## src/rtl/cavlc_pkg.sv

```systemverilog
`default_nettype none
// ============================================================================
// Module   : cavlc_pkg
// Purpose  : Shared constants and read-FSM state type for the CAVLC front end.
// Revision : 1.0 - initial release
// ============================================================================
package cavlc_pkg;

  localparam int BLK_SIZE = 16;
  localparam int ZZ_LAST  = 15;

  typedef enum logic [0:0] {
    R_IDLE = 1'b0,
    R_SCAN = 1'b1
  } rd_state_t;

endpackage
`default_nettype wire

```

## src/rtl/zigzagOrderROM.sv

```systemverilog
`default_nettype none
// ============================================================================
// Module   : zigzagOrderROM
// Purpose  : 4x4 zigzag scan position -> raster coefficient index lookup.
// Revision : 1.0 - initial release
// ============================================================================
module zigzagOrderROM (
  input  logic [3:0] addr,
  output logic [3:0] data
);

  always_comb begin
    case (addr)
      4'd0:    data = 4'd0;
      4'd1:    data = 4'd1;
      4'd2:    data = 4'd4;
      4'd3:    data = 4'd8;
      4'd4:    data = 4'd5;
      4'd5:    data = 4'd2;
      4'd6:    data = 4'd3;
      4'd7:    data = 4'd6;
      4'd8:    data = 4'd9;
      4'd9:    data = 4'd12;
      4'd10:   data = 4'd13;
      4'd11:   data = 4'd10;
      4'd12:   data = 4'd7;
      4'd13:   data = 4'd11;
      4'd14:   data = 4'd14;
      default: data = 4'd15;
    endcase
  end

endmodule
`default_nettype wire

```

## src/rtl/zz_skid_fifo.sv

```systemverilog
`default_nettype none
// ============================================================================
// Module   : zz_skid_fifo
// Purpose  : Two-entry output FIFO holding {data, idx, last} scan beats.
// Revision : 1.0 - initial release
// ============================================================================
module zz_skid_fifo #(
  parameter int DW = 14
) (
  input  logic          clk,
  input  logic          rst,
  input  logic          push,
  input  logic [DW-1:0] push_data,
  input  logic          pop,
  output logic [1:0]    count,
  output logic [DW-1:0] head
);

  logic [DW-1:0] r_mem [2];
  logic          r_wptr;
  logic          r_rptr;
  logic [1:0]    r_count;

  // Storage is cleared so the head reads as zero straight out of reset.
  always_ff @(posedge clk or negedge rst) begin
    if (!rst) begin
      r_mem[0] <= '0;
      r_mem[1] <= '0;
      r_wptr   <= 1'b0;
      r_rptr   <= 1'b0;
      r_count  <= 2'd0;
    end else begin
      if (push) begin
        r_mem[r_wptr] <= push_data;
        r_wptr        <= ~r_wptr;
      end
      if (pop) begin
        r_rptr <= ~r_rptr;
      end
      r_count <= r_count + {1'b0, push} - {1'b0, pop};
    end
  end

  assign count = r_count;
  assign head  = r_mem[r_rptr];

endmodule
`default_nettype wire

```

## src/rtl/zigzag_scan_ctrl.sv

```systemverilog
`default_nettype none
// ============================================================================
// Module   : zigzag_scan_ctrl
// Purpose  : Ping-pong BRAM load in raster order, zigzag read-out to CAVLC.
// Revision : 1.0 - initial release
// ============================================================================
module zigzag_scan_ctrl
  import cavlc_pkg::*;
#(
  parameter int WIDTH     = 9,
  parameter int addrWIDTH = 4,
  parameter int BANKS     = 2
) (
  input  logic                 clk,
  input  logic                 rst,
  input  logic                 in_valid,
  output logic                 in_ready,
  input  logic [WIDTH-1:0]     in_data,
  output logic                 bram_ena,
  output logic                 bram_wea,
  output logic [addrWIDTH:0]   bram_addra,
  output logic [WIDTH-1:0]     bram_dia,
  output logic                 bram_enb,
  output logic [addrWIDTH:0]   bram_addrb,
  input  logic [WIDTH-1:0]     bram_dob,
  output logic                 out_valid,
  input  logic                 out_ready,
  output logic [WIDTH-1:0]     out_data,
  output logic [addrWIDTH-1:0] out_idx,
  output logic                 out_last
);

  localparam int c_tag_w = WIDTH + addrWIDTH + 1;

  logic [BANKS-1:0]     r_full;
  logic                 r_wr_bank;
  logic                 r_rd_bank;
  logic [addrWIDTH-1:0] r_wr_cnt;
  logic [addrWIDTH-1:0] r_rd_cnt;
  logic [addrWIDTH-1:0] r_infl_idx;
  logic                 r_infl;
  rd_state_t            r_state;
  rd_state_t            w_state_nxt;

  logic                 w_wr;
  logic                 w_wr_done;
  logic                 w_issue;
  logic                 w_rd_done;
  logic                 w_pop;
  logic [1:0]           w_fifo_count;
  logic [2:0]           w_occ;
  logic [3:0]           w_zz;
  logic [BANKS-1:0]     w_set;
  logic [BANKS-1:0]     w_clr;
  logic [c_tag_w-1:0]   w_push_tag;
  logic [c_tag_w-1:0]   w_head;

  // Write side: port A follows the accepted coefficient combinationally.
  assign in_ready   = rst & ~r_full[r_wr_bank];
  assign w_wr       = in_valid & in_ready;
  assign w_wr_done  = w_wr & (r_wr_cnt == addrWIDTH'(ZZ_LAST));
  assign bram_ena   = w_wr;
  assign bram_wea   = w_wr;
  assign bram_addra = {r_wr_bank, r_wr_cnt};
  assign bram_dia   = in_data;

  zigzagOrderROM u_rom (
    .addr (r_rd_cnt),
    .data (w_zz)
  );

  // Occupancy counts the beat leaving this cycle so a draining FIFO sustains 1/clk.
  assign w_occ      = {1'b0, w_fifo_count} + {2'b0, r_infl} - {2'b0, w_pop};
  assign w_rd_done  = w_issue & (r_rd_cnt == addrWIDTH'(ZZ_LAST));
  assign bram_enb   = w_issue;
  assign bram_addrb = {r_rd_bank, w_zz};

  // The first read is issued on the cycle a bank is seen full, saving a cycle.
  always_comb begin
    w_state_nxt = r_state;
    w_issue     = 1'b0;
    case (r_state)
      R_IDLE: begin
        if (r_full[r_rd_bank]) begin
          w_issue     = (w_occ < 3'd2);
          w_state_nxt = R_SCAN;
        end
      end
      R_SCAN: begin
        w_issue = (w_occ < 3'd2);
        if (w_rd_done) begin
          w_state_nxt = r_full[~r_rd_bank] ? R_SCAN : R_IDLE;
        end
      end
      default: w_state_nxt = R_IDLE;
    endcase
  end

  always_comb begin
    w_set = '0;
    w_clr = '0;
    if (w_wr_done) w_set[r_wr_bank] = 1'b1;
    if (w_rd_done) w_clr[r_rd_bank] = 1'b1;
  end

  always_ff @(posedge clk or negedge rst) begin
    if (!rst) begin
      r_state    <= R_IDLE;
      r_full     <= '0;
      r_wr_bank  <= 1'b0;
      r_rd_bank  <= 1'b0;
      r_wr_cnt   <= '0;
      r_rd_cnt   <= '0;
      r_infl     <= 1'b0;
      r_infl_idx <= '0;
    end else begin
      r_state <= w_state_nxt;
      r_full  <= (r_full | w_set) & ~w_clr;
      r_infl  <= w_issue;
      if (w_issue) begin
        r_infl_idx <= r_rd_cnt;
        r_rd_cnt   <= r_rd_cnt + addrWIDTH'(1);
        if (w_rd_done) r_rd_bank <= ~r_rd_bank;
      end
      if (w_wr) begin
        r_wr_cnt <= r_wr_cnt + addrWIDTH'(1);
        if (w_wr_done) r_wr_bank <= ~r_wr_bank;
      end
    end
  end

  assign w_push_tag = {bram_dob, r_infl_idx, (r_infl_idx == addrWIDTH'(ZZ_LAST))};

  zz_skid_fifo #(
    .DW (c_tag_w)
  ) u_fifo (
    .clk       (clk),
    .rst       (rst),
    .push      (r_infl),
    .push_data (w_push_tag),
    .pop       (w_pop),
    .count     (w_fifo_count),
    .head      (w_head)
  );

  assign out_valid = (w_fifo_count != 2'd0);
  assign w_pop     = out_valid & out_ready;
  assign {out_data, out_idx, out_last} = w_head;

endmodule
`default_nettype wire

```

## config.mk

```make
export PLATFORM = sky130hd
export DESIGN_NAME = zigzag_scan_ctrl
export DESIGN_NICKNAME = d
export VERILOG_FILES = /design/src/rtl/cavlc_pkg.sv /design/src/rtl/zigzagOrderROM.sv /design/src/rtl/zz_skid_fifo.sv /design/src/rtl/zigzag_scan_ctrl.sv
export SDC_FILE = /design/constraint.sdc
export NUM_CORES = 1
export LEC_CHECK = 0
export CORE_UTILIZATION = 35
export DETAILED_ROUTE_END_ITERATION = 16
export PLACE_DENSITY = 0.58
export SYNTH_ARGS = -nofsm -noshare
export SYNTH_HDL_FRONTEND = slang
export SYNTH_SLANG_ARGS = --single-unit
```

## constraint.sdc

```tcl
create_clock -name clk -period 3.51 [get_ports clk]
set_input_delay 0.702 -clock clk [delete_from_list [all_inputs] [get_ports clk]]
set_output_delay 0.702 -clock clk [all_outputs]
set_load 0.03 [all_outputs]
```

---- After elaboration in Yosys (flattened, before gate mapping) ----
Memory sizes are Yosys's and may differ from the RTL's.
Cells that the tools add are included.
word-level totals
  bits in read-only memories .............. 64
  memories ................................ 1
  register bits after elaboration ......... 50
  output and inout bits ................... 38
memories
  memory           depth  width  rd ports  clocked after Yosys merged registers in  write ports  line                  RTL
  (no name shown)  16     4      1         0                                        0            zigzagOrderROM.sv:13  case (addr)
operators by class
  reduce and logical (&&, ||, !) cells .... 6
  eq/ne operators ......................... 3
  $add $sub $neg .......................... 6
  muxes and demuxes ....................... 24
  bitwise operators ....................... 16
  $lt $le $gt $ge ......................... 9
operators with widths
  operator                                                     count
  two-way mux 14 bit                                           4
  bitwise mux 28 bit                                           1
  demux 14 bit (select 1 bit)                                  1
  equality test 4 bit (second input constant)                  3
  two-way mux 1 bit                                            12
  adder 4 x 1 -> 4 bit (second input constant)                 2
  less-than comparator 1 x 2 -> 1 bit (second input constant)  3
  NOT 1 bit                                                    6
  bitwise AND 1 bit                                            5
  greater-or-equal comparator 2 bit (second input constant)    2
  two-way mux 2 bit                                            2
  NOT 1 -> 2 bit                                               2
  case mux 1 bit (2 select lines)                              2
  AND reduction 2 bit                                          2
  adder 2 x 1 -> 3 bit                                         1
  logical AND 1 bit                                            3
  less-than comparator 3 x 2 -> 1 bit (second input constant)  1
  subtractor 3 x 1 -> 3 bit                                    1
  adder 2 x 1 -> 2 bit                                         1
  bitwise AND 2 bit                                            1
  demux 1 bit (select 1 bit)                                   2
  greater-or-equal comparator 1 bit (second input constant)    2
  less-than comparator 2 x 1 -> 1 bit (second input constant)  1
  NOT 2 bit                                                    1
  other kinds (3)                                              3

---- Longest topological paths before layout ----
Gate-level depths: netlist of the first run.
  depth in word-level cells ............... 10
  gate-level depth with buffers ........... 10
  mapped depth without buffers ............ 10

---- Modules after synthesis ----
A second synthesis of the first run with hierarchy kept.
unflattened totals
  cell total of the unflattened synthesis .. 199
  area, all modules ....................... 2565.0 um^2
by module, submodules not included
  module            area each (um^2)  cells an instance  instances
  zz_skid_fifo      1437.6            89                 1
  zigzag_scan_ctrl  950.9             87                 1
  zigzagOrderROM    176.4             23                 1

---- Worst setup path after synthesis of the first run ----
Ideal clock, no wire load.
  kind .................................... reg2out
  start ................................... register u_fifo.r_count[1] (netlist: u_fifo.count[1])
  end ..................................... output port bram_enb
  required time ........................... 2.808 ns
  arrival ................................. 2.651 ns
  setup slack ............................. 0.157 ns
  stages on the path, launching flop included .. 11
  cells stage by stage .................... dfrtp_1 -> or2_2 -> and2_1 -> ha_1 -> inv_1 -> ha_1 -> inv_1 -> fa_1 -> xnor2_1 -> o211ai_4 -> inv_1
on the way
  longest elaborated chain between the ends .. 6
  elaborated cells on any way between the ends .. 7
ends and longest elaborated chain
  element                                line                                            RTL
  start: declaration                     zz_skid_fifo.sv:22                              logic [1:0] r_count;
  start signal: assignment               zz_skid_fifo.sv:40                              r_count <= r_count + {1'b0, push} - {1'b0, pop};
  nonzero test 2 bit *                   zigzag_scan_ctrl.sv:146                         assign out_valid = (w_fifo_count != 2'd0);
  via out_valid                          zigzag_scan_ctrl.sv:26                          output logic out_valid,
  bitwise AND 1 bit *                    zigzag_scan_ctrl.sv:147                         assign w_pop = out_valid & out_ready;
  via u_fifo.pop                         zz_skid_fifo.sv:14                              input logic pop,
  subtractor 3 x 1 -> 3 bit *            zigzag_scan_ctrl.sv:73                          assign w_occ = {1'b0, w_fifo_count} + {2'b0, r_infl} - {2'b0, w_pop};
  less-than comparator 3 x 2 -> 1 bit *  zigzag_scan_ctrl.sv:85, zigzag_scan_ctrl.sv:90
  two-way mux 1 bit                      zigzag_scan_ctrl.sv:84                          if (r_full[r_rd_bank]) begin
  case mux 1 bit (2 select lines) *      zigzag_scan_ctrl.sv:82                          case (r_state)
  end: declaration                       zigzag_scan_ctrl.sv:23                          output logic bram_enb,
Mark *: on every way through the listed nets, which the timed path passes. The rest lies on a longest branch.

---- Worst setup path after layout of the first run ----
  start ................................... input port out_ready
  end ..................................... output port bram_enb
on the way
  longest elaborated chain between the ends .. 5
ends and longest elaborated chain
  element                                line                                            RTL
  start: declaration                     zigzag_scan_ctrl.sv:27                          input logic out_ready,
  bitwise AND 1 bit *                    zigzag_scan_ctrl.sv:147
  via u_fifo.pop                         zz_skid_fifo.sv:14
  subtractor 3 x 1 -> 3 bit *            zigzag_scan_ctrl.sv:73
  less-than comparator 3 x 2 -> 1 bit *  zigzag_scan_ctrl.sv:85, zigzag_scan_ctrl.sv:90
  two-way mux 1 bit                      zigzag_scan_ctrl.sv:84
  case mux 1 bit (2 select lines) *      zigzag_scan_ctrl.sv:82
Marked as above.

==> results.md, run 1 <==
- Status: finished, final reports clean
- Number of post-CTS setup repair buffers: 0
- Net count after synthesis: 228
- Routed WL per cell: roughly 13 um
- TritonCTS Buffers: 5
- Port bufs: between 40 and 50
- Crit path launch: out_ready
- RR Endpoint: r_full[1]
- Crit path capture: bram_enb
- Area grow syn2layout: 23.12%
- Yosys top cell by area: dfrtp_1
- FILL cells: 643
- Synth top cells by count: 50 x dfrtp_1, 46 x mux2_2, 13 x buf_4
- Max VDD drop: 390.9 uV
- Critical Path AT: 2670 ps
- Die area: 7533 um^2
- Post-synthesis cell area: 2516 um^2
- Overflow after GRT: 0
- Unrepaired setup endpoints after global routing: no
- Req. time, crit path: 2810 ps
- Post-synth top area share: 49.73%
- First-pass GRT wire length: 7.182 mm
- Die Y: 86.79 um
- Crit end category: primary output
- Synthesized area per cell: 12.97 um^2
- Crit-path slowest cell: clkdlybuf4s50_1
- Via count: around 1.5k
- Final RePlAce weighted congestion: 0.6618
- Placed cells: roughly 320
- Ys async rst share: 100.0%
- CP startpoint kind: primary input
- Vias in the first global route: 1485
- Max-Cap Viols: 0
- Maximum fanout along the worst path: 2
- WL final: 4.341 mm
- Overall Power: 2548 uW
- Reg2reg setup slack: 760 ps
- Multi-input gate area: ~1100 um^2
- Crit Path Category: primary input to primary output
- Layout cells sized above 1: 30.87%
- Initial antenna violation count: 0
- Reg2reg start: u_fifo.count[1]
- # IOs: 60
- Fmax: 296.7 MHz
- Clock skew: 8.075 ps
- Final net count: 263
- Worst hold-check path type: flop to flop
- Clock transition at the registers of the reported paths: around 90 ps
- Cell chain of the critical path: clkdlybuf4s50_1, and2_4, ha_1, inv_1, ha_1, inv_1, fa_2, xnor2_4, o211ai_4, inv_2, buf_6
- Synth area leaders: dfrtp_1 50%, mux2_2 21%, ha_1 5.5%, buf_4 3.9%, mux2i_1 2.4%
- Worst-Margin Slew: roughly 680 ps
- Seq/Total Area, Yosys: 49.73%
- Yosys cell types: 35
- Largest net degree at the start of global routing: 52
- DRC Markers: 0
- Register area: 1252 um^2
- Worst slew margin: 54.41%
- Setup Viol. Count Final: 0
- Synth Register Bits: 50
- Predominant post-synthesis flop cell: dfrtp_1
- GRT Util Overall: about an eighth
- Initial Util: 36.63%
- FF-to-FF path depth: 11
- Most numerous cell in the Yosys netlist: dfrtp_1
- Die Wd: 86.79 um
- Met3 Track Usage GR: between 3 and 4%
- Via/cell ratio: 4.629
- HPWL after detailed placement: 2.960 mm
- Initial DRC count: 43
- Met1 usage: 16.36%
- Core Rows: 30
- Max stage delay on crit path: 470 ps
- Clk_lat worst skew: 310 ps
- CTS tree: yes
- CTS H-tree lvls: 2
- Max Buffers Root-to-Sink: 2
- GR Layer Usage met2: 19.97%
- ANT nets after route: 0
- Number of enable flip-flop cells after synthesis: 0
- Leak Pwr: 0.001377 uW
- Ys Warns: 0
- Final Hold Fails: 0
- Core Region: 6869 um^2
- Root Buffer: clkbuf_8
- Fin. max-slew vios: 0
- Crit share post-route: 96.01%
- Cells after Synth: 194
- Final Instance Count excl. Fillers: 326
- Gr busiest metal: met2
- Min Clock Period, post-route: 3370 ps
- PD cells: 822.3 nW/um^2
- # clock sinks: 50
- TritonRoute pass-1 iters: 2
- Ant. Diodes: 0
critical path, delay by kind of cell:
family	cells	cell delay (ps)
AOI/OAI and AO/OA	1	100
xor gates and xnor gates	1	220
adders and majority gates	3	720
buffers and inverters	5	770
and+or+nand+nor	1	150
worst min-delay path by stage:
stage	start	end	slack, ps	cells after the start
after global placement	u_fifo.r_mem[0]	u_fifo.r_mem[0]	470	2
after global routing	u_fifo.r_mem[0]	u_fifo.r_mem[0]	510	2
after CTS	u_fifo.r_mem[0]	u_fifo.r_mem[0]	500	2
final	u_fifo.r_mem[0]	u_fifo.r_mem[0]	490	2
after floorplan	rst	r_full[0]	410	0
after detailed placement	u_fifo.r_mem[0]	u_fifo.r_mem[0]	470	2
state kept, by name, summed over array words and instances (netlist names):
signal and cells:
u_fifo.count 2, u_fifo.r_mem 28, r_state 1, u_fifo.r_rptr 1, r_wr_cnt 4, r_infl_idx 4, r_infl 1, r_rd_bank 1
r_full 2, r_rd_cnt 4, r_wr_bank 1, u_fifo.r_wptr 1
power breakdown:
part           leakage (uW)  total [uW]  switching [uW]  internal (uW)
registers          0.000647         913             170            743
logic              0.000672        1220             594            630
clock network     0.0000585         411             198            214
cell families after synthesis:
family | after synthesis | share of synthesized area [%]
muxes | 53 | 23.57
adders and majority gates | 12 | 6.265
xor gates and xnor gates | 10 | 3.481
buffers and inverters | 30 | 6.564
and+or+nand+nor | 27 | 6.415
DFF | 50 | 49.73
AOI/OAI and AO/OA | 12 | 3.979
cell usage in the layout, fill, tap and decap left out, types with 2 or more instances in the layout:
| cell type | n |
|---|---|
| nand2_1 | 4 |
| xnor2_1 | 5 |
| nand3_1 | 2 |
| mux2_2 | 46 |
| buf_4 | 5 |
| or2_2 | 2 |
| xor2_1 | 4 |
| nor2_1 | 3 |
| ha_1 | 11 |
| clkbuf_8 | 5 |
| nand4_1 | 4 |
| mux2i_1 | 6 |
| nor3b_1 | 3 |
| clkdlybuf4s50_1 | 39 |
| dfrtp_1 | 49 |
| a21oi_1 | 2 |
| nor4b_1 | 2 |
| inv_1 | 11 |
| o21ai_0 | 2 |
repair_timing:
item | in CTS | in global routing
setup endpoints to repair | 1 | 1
gates cloned | 0 | 0
hold buffers | 0 | 0
gates resized for setup | 1 | 6
pin swaps | 0 | 1
through the flow:
step / setup slack (ps) / area (um^2) / hold WS, ps / TNS, ps / utilization (%)
floorplan: 157.0 / 2516 / 406.4 / 0 / -
global placement: -21.09 / 2957 / 465.7 / -21.09 / 43.04
detailed placement: -55.45 / 2957 / 472.9 / -55.45 / 43.04
CTS: 8.645 / 3077 / 496.5 / 0 / 44.79
global route: 2.289 / 3098 / 511.1 / 0 / 45.10
finish: 140.0 / 3098 / 490.3 / 0 / 45.10
cell type report:
cell class,count,area share [%]
Clock buffer,5,2.221
Clock inverter,3,1.414
Inverter,12,1.454
Multi-Input combinational cell,114,36.27
Sequential cell,50,40.43
Tap cell,96,3.877
Timing Repair Buffer,46,14.34
per-layer routing:
layer  vias to the layer above  routed length, um
li1                        737                  -
met1                       734               2040
met2                        30               2026
met3                         8                212
met4                         0                 62
met5                         -                  0
(Power assumes the default switching activity.)
==> run 2, diff against run 1 <==
- CTS_BUF_LIST: default -> sky130_fd_sc_hd__clkbuf_8
==> results of run 2 <==
Same layout as run 1: the final DEF is identical, and so are final timing and power.
